### src/rtl/fetch_queue_if.sv
// Handshake bundle between fetch, the fetch queue and decode.
// The queue itself uses the slave modport; fetch/decode drive through master.
interface fetch_queue_if #(
    parameter int DEPTH = 4
);
    localparam int CW = $clog2(DEPTH) + 1;

    logic          flush;
    logic          in_valid;
    logic [31:0]   in_pc4;
    logic [31:0]   in_ins;
    logic          in_ready;
    logic          out_valid;
    logic          out_ready;
    logic [31:0]   out_pc4;
    logic [31:0]   out_ins;
    logic [CW-1:0] count;

    modport master (
        output flush, in_valid, in_pc4, in_ins, out_ready,
        input  in_ready, out_valid, out_pc4, out_ins, count
    );

    modport slave (
        input  flush, in_valid, in_pc4, in_ins, out_ready,
        output in_ready, out_valid, out_pc4, out_ins, count
    );
endinterface

### src/rtl/fetch_queue.sv
// Fetch-to-decode instruction queue with taken-branch flush.
// Define FETCH_QUEUE_NOP_EN to present a NOP (all zeros) on the outputs whenever the queue is empty.
module fetch_queue #(
    parameter int DEPTH = 4
) (
    input  logic          clk,
    input  logic          reset,
    fetch_queue_if.slave  q
);
    localparam int AW = $clog2(DEPTH);
    localparam int CW = AW + 1;

    logic [63:0]   mem [DEPTH];
    logic [AW-1:0] wr_ptr;
    logic [AW-1:0] rd_ptr;
    logic [CW-1:0] count_r;
    logic          push;
    logic          pop;

    // Handshake flags come from the registered count only, so out_ready never reaches in_ready.
    assign q.in_ready  = (count_r != CW'(DEPTH));
    assign q.out_valid = (count_r != '0);
    assign q.count     = count_r;

    assign push = q.in_valid && q.in_ready && !q.flush;
    assign pop  = q.out_valid && q.out_ready && !q.flush;

    always_ff @(posedge clk or posedge reset) begin
        if (reset) begin
            wr_ptr  <= '0;
            rd_ptr  <= '0;
            count_r <= '0;
        end else if (q.flush) begin
            wr_ptr  <= '0;
            rd_ptr  <= '0;
            count_r <= '0;
        end else begin
            if (push)
                wr_ptr <= wr_ptr + AW'(1);
            if (pop)
                rd_ptr <= rd_ptr + AW'(1);
            if (push && !pop)
                count_r <= count_r + CW'(1);
            else if (pop && !push)
                count_r <= count_r - CW'(1);
        end
    end

    // Storage is data only: never reset, and a flush leaves stale entries in place.
    always_ff @(posedge clk) begin
        if (push)
            mem[wr_ptr] <= {q.in_pc4, q.in_ins};
    end

`ifdef FETCH_QUEUE_NOP_EN
    assign q.out_pc4 = q.out_valid ? mem[rd_ptr][63:32] : 32'h0000_0000;
    assign q.out_ins = q.out_valid ? mem[rd_ptr][31:0]  : 32'h0000_0000;
`else
    assign q.out_pc4 = mem[rd_ptr][63:32];
    assign q.out_ins = mem[rd_ptr][31:0];
`endif
endmodule

### src/flat_wrapper.sv
// flat-port wrapper written by rule: the top's interface ports become plain ports
module fetch_queue_flat 
#(
    parameter int DEPTH = 4
)
  (clk, reset, q_flush, q_in_valid, q_in_pc4, q_in_ins, q_out_ready, q_in_ready, q_out_valid, q_out_pc4, q_out_ins, q_count);
  fetch_queue_if #(.DEPTH(DEPTH)) q_i ();
  input  logic clk;
  input  logic reset;
  input wire logic [$bits(q_i.flush)-1:0] q_flush;
  input wire logic [$bits(q_i.in_valid)-1:0] q_in_valid;
  input wire logic [$bits(q_i.in_pc4)-1:0] q_in_pc4;
  input wire logic [$bits(q_i.in_ins)-1:0] q_in_ins;
  input wire logic [$bits(q_i.out_ready)-1:0] q_out_ready;
  output wire logic [$bits(q_i.in_ready)-1:0] q_in_ready;
  output wire logic [$bits(q_i.out_valid)-1:0] q_out_valid;
  output wire logic [$bits(q_i.out_pc4)-1:0] q_out_pc4;
  output wire logic [$bits(q_i.out_ins)-1:0] q_out_ins;
  output wire logic [$bits(q_i.count)-1:0] q_count;
  assign q_i.flush = q_flush;
  assign q_i.in_valid = q_in_valid;
  assign q_i.in_pc4 = q_in_pc4;
  assign q_i.in_ins = q_in_ins;
  assign q_i.out_ready = q_out_ready;
  assign q_in_ready = q_i.in_ready;
  assign q_out_valid = q_i.out_valid;
  assign q_out_pc4 = q_i.out_pc4;
  assign q_out_ins = q_i.out_ins;
  assign q_count = q_i.count;
  fetch_queue #(.DEPTH(DEPTH)) u_core (.clk(clk), .reset(reset), .q(q_i));
endmodule
### config.mk
export PLATFORM = sky130hd
export DESIGN_NAME = fetch_queue_flat
export DESIGN_NICKNAME = d
export VERILOG_FILES = /design/src/rtl/fetch_queue_if.sv /design/src/rtl/fetch_queue.sv /design/src/flat_wrapper.sv
export SDC_FILE = /design/constraint.sdc
export NUM_CORES = 1
export LEC_CHECK = 0
export ABC_AREA = 1
export BUFFER_PORTS_ARGS = -buffer_cell sky130_fd_sc_hd__buf_2
export CORE_ASPECT_RATIO = 0.75
export CORE_MARGIN = 5
export CORE_UTILIZATION = 40
export CTS_BUF_LIST = sky130_fd_sc_hd__clkbuf_16
export CTS_CLUSTER_SIZE = 25
export DETAILED_ROUTE_END_ITERATION = 8
export MAX_ROUTING_LAYER = met4
export PLACE_DENSITY = 0.68
export SLEW_MARGIN = 20
export SYNTH_ARGS = -nofsm -noshare
export SYNTH_HDL_FRONTEND = slang
export SYNTH_SLANG_ARGS = --single-unit
### constraint.sdc
create_clock -name clk -period 6.5 [get_ports clk]
set_input_delay 0.65 -clock clk [delete_from_list [all_inputs] [get_ports clk]]
set_output_delay 0.65 -clock clk [all_outputs]
set_load 0.02 [all_outputs]
==> impl_metrics.env <==
export IMPL_status="complete, no violations"
export IMPL_peakVddDrop_uv=190
export IMPL_synth_area_per_cell_um2=14.5
export IMPL_rows=49
export IMPL_cts_resized_gates=0
export IMPL_drcViolationCount=0
export IMPL_port_buffers=137
export IMPL_routedWlPerCell_um=18.3
export IMPL_cts_sinks=263
export IMPL_die_w_um=192
export IMPL_io_pins=138
export IMPL_endpoint_kind="output pin"
export IMPL_p_leak_nw=4.09
export IMPL_whs_ps=68.8
export IMPL_regToRegSetupSlack_ps=3830
export IMPL_drt_first_pass_iters=4
export IMPL_crit_fanout=73
export IMPL_drive_above_1_share=0.237
export IMPL_drt_wl_total_mm=21.5
export IMPL_routed_via_density=5.01
export IMPL_cts_setup_buffers=0
export IMPL_crit_type="flop to output pin"
export IMPL_antenna_found_initial=10
export IMPL_crit_path_start_kind="flop"
export IMPL_hold_viol=0
export IMPL_final_nets=890
export IMPL_clk_pin_slew_ps=60
export IMPL_area_growth_pct=18.6
export IMPL_gp_congestion=0.712
export IMPL_core_area_um2=24200
export IMPL_vias=5886
export IMPL_max_freq_ghz=0.258
export IMPL_grt_overflow=0
export IMPL_hold_path_class="input pin to async pin"
export IMPL_postSynthCellCount=683
export IMPL_syn_area_um2=9920
export IMPL_maxSlewHeadroom=0.332
export IMPL_grt_usage=0.153
export IMPL_cp_required_ps=5850
export IMPL_worst_clock_skew_ps=15.2
export IMPL_synth_cell_type_count=25
export IMPL_cts_tree="done"
export IMPL_drtIter0Drc=393
export IMPL_die_area_um2=28100
export IMPL_worst_pin_slew_ps=1000
export IMPL_final_cell_mix="256 x edfxtp_1, 137 x buf_2, 128 x nor2_1, 82 x o21ai_0, 64 x o22ai_1"
export IMPL_setup_viol=0
export IMPL_slew_violations=0
export IMPL_root_buffer="clkbuf_16"
export IMPL_die_h_um=146
export IMPL_layout_commonest_cell="edfxtp_1"
export IMPL_ys_warnings_count=0
export IMPL_ys_seq_area_frac=0.793
export IMPL_fillers=2102
export IMPL_clock_latency_ps=520
export IMPL_fin_setup_tns_ps=0
export IMPL_reg2reg_depth=5
export IMPL_rsz0062_at_grt="false"
export IMPL_dp_hpwl_mm=12.3
export IMPL_htree_levels=1
export IMPL_maxCapViolCount=0
export IMPL_min_period_over_period=0.596
export IMPL_grt_pass1_vias=5770
export IMPL_powerDensity_nw_per_um2=375
export IMPL_clock_path_buffers=3
export IMPL_ys_seq_elements=263
export IMPL_grt_max_degree=74
export IMPL_min_period_ps=3870
export IMPL_grt_pass1_wl_mm=33.0
export IMPL_start_util=0.409
export IMPL_syn_num_nets=757
export IMPL_worstPathArrival_ps=3220
export IMPL_ctsHoldBuffers=0
export IMPL_cts_buffers=26
export IMPL_ant_nets=0
[path summary, 6_finish.rpt]
| path | startpoint | end |
|---|---|---|
| setup / recovery | u_core.rd_ptr[0]$_DFFE_PP0P_ | q_out_pc4[26] |
| hold / removal | reset | u_core.q.count[0]$_DFFE_PP0P_ |
| setup reg to reg | u_core.q.count[0]$_DFFE_PP0P_ | u_core.mem[1][6]$_DFFE_PP_ |
| hold reg to reg | u_core.q.count[0]$_DFFE_PP0P_ | u_core.q.count[0]$_DFFE_PP0P_ |
| max in group asynchronous | reset | u_core.rd_ptr[0]$_DFFE_PP0P_ |
| min in group clk | q_in_pc4[6] | u_core.mem[0][38]$_DFFE_PP_ |
[flip-flops by register name, summed over array words and instances (netlist names)]
| name | count |
|---|---|
| u_core.mem | 256 |
| u_core.q.count | 3 |
| u_core.wr_ptr | 2 |
| u_core.rd_ptr | 2 |
[cells by family (layout without fill, tap and decap cells)]
logic type,after synthesis,after routing,synth area share
compound gates,201,201,0.110
flops,263,263,0.793
buf+inv,58,209,0.0274
other cells,0,9,0
xor+xnor,1,1,0.000883
fa+ha+maj,5,5,0.00707
simple gates,155,155,0.0620
[power by group]
part,switching [mW],internal (mW),total (mW),leakage (nW)
Sequential,0.0616,1.97,2.03,2.41
Combinational,0.693,0.284,0.978,1.27
Clock,0.596,0.804,1.40,0.409
Total,1.35,3.06,4.41,4.09
[layout make-up]
class	count	area, µm²	share of cell area
diodes	9	22.5	0.00192
clock buffers	26	651	0.0553
clock inverters	20	150	0.0128
inverters	17	66.3	0.00564
multi-input cells	362	1810	0.154
flip-flops and latches	263	7870	0.669
well taps	331	414	0.0352
repair buffers	146	773	0.0658
[cells in the mapped netlist (all sizes together)]
cell type | n | area (µm²)
a21boi | 1 | 7.51
a21oi | 3 | 15.0
buf | 19 | 125
clkbuf | 22 | 82.6
clkinv | 1 | 3.75
dfrtp | 7 | 175
edfxtp | 256 | 7690
fa | 1 | 20.0
ha | 4 | 50.1
inv | 16 | 60.1
nand2 | 16 | 70.1
nand3 | 3 | 25.0
nor2 | 134 | 508
nor3 | 1 | 5.00
o21ai | 133 | 666
o22ai | 64 | 400
or2 | 1 | 6.26
xnor2 | 1 | 8.76
[per-layer routing]
| layer | up-vias | global-route usage | wire length [µm] |
|---|---|---|---|
| met1 | 2838 | 0.222 | 10400 |
| met2 | 179 | 0.220 | 9240 |
| li1 | 2839 | - | - |
| met3 | 30 | 0.0427 | 1510 |
| met4 | 0 | 0.0276 | 378 |
| met5 | - | - | 0 |
[per-stage QoR]
step	instance area (µm²)	total power [mW]	worst slack, ps	util	std cells
2_1_floorplan	9920	2.71	2360	-	683
3_3_place_gp	10900	3.04	3200	0.450	1118
3_5_place_dp	10900	3.06	3120	0.450	1118
4_1_cts	11700	4.46	2570	0.483	1164
5_1_grt	11800	4.62	2320	0.485	1174
6_report	11800	4.41	2630	0.485	1174
[worst max-delay path, stage by stage (launching register included)]
cell and delay (ps):
dfrtp_4 730, inv_4 560, buf_4 710, o21ai_0 160
o22ai_1 250, buf_2 220
No activity file was read; power rests on OpenSTA's default activity.
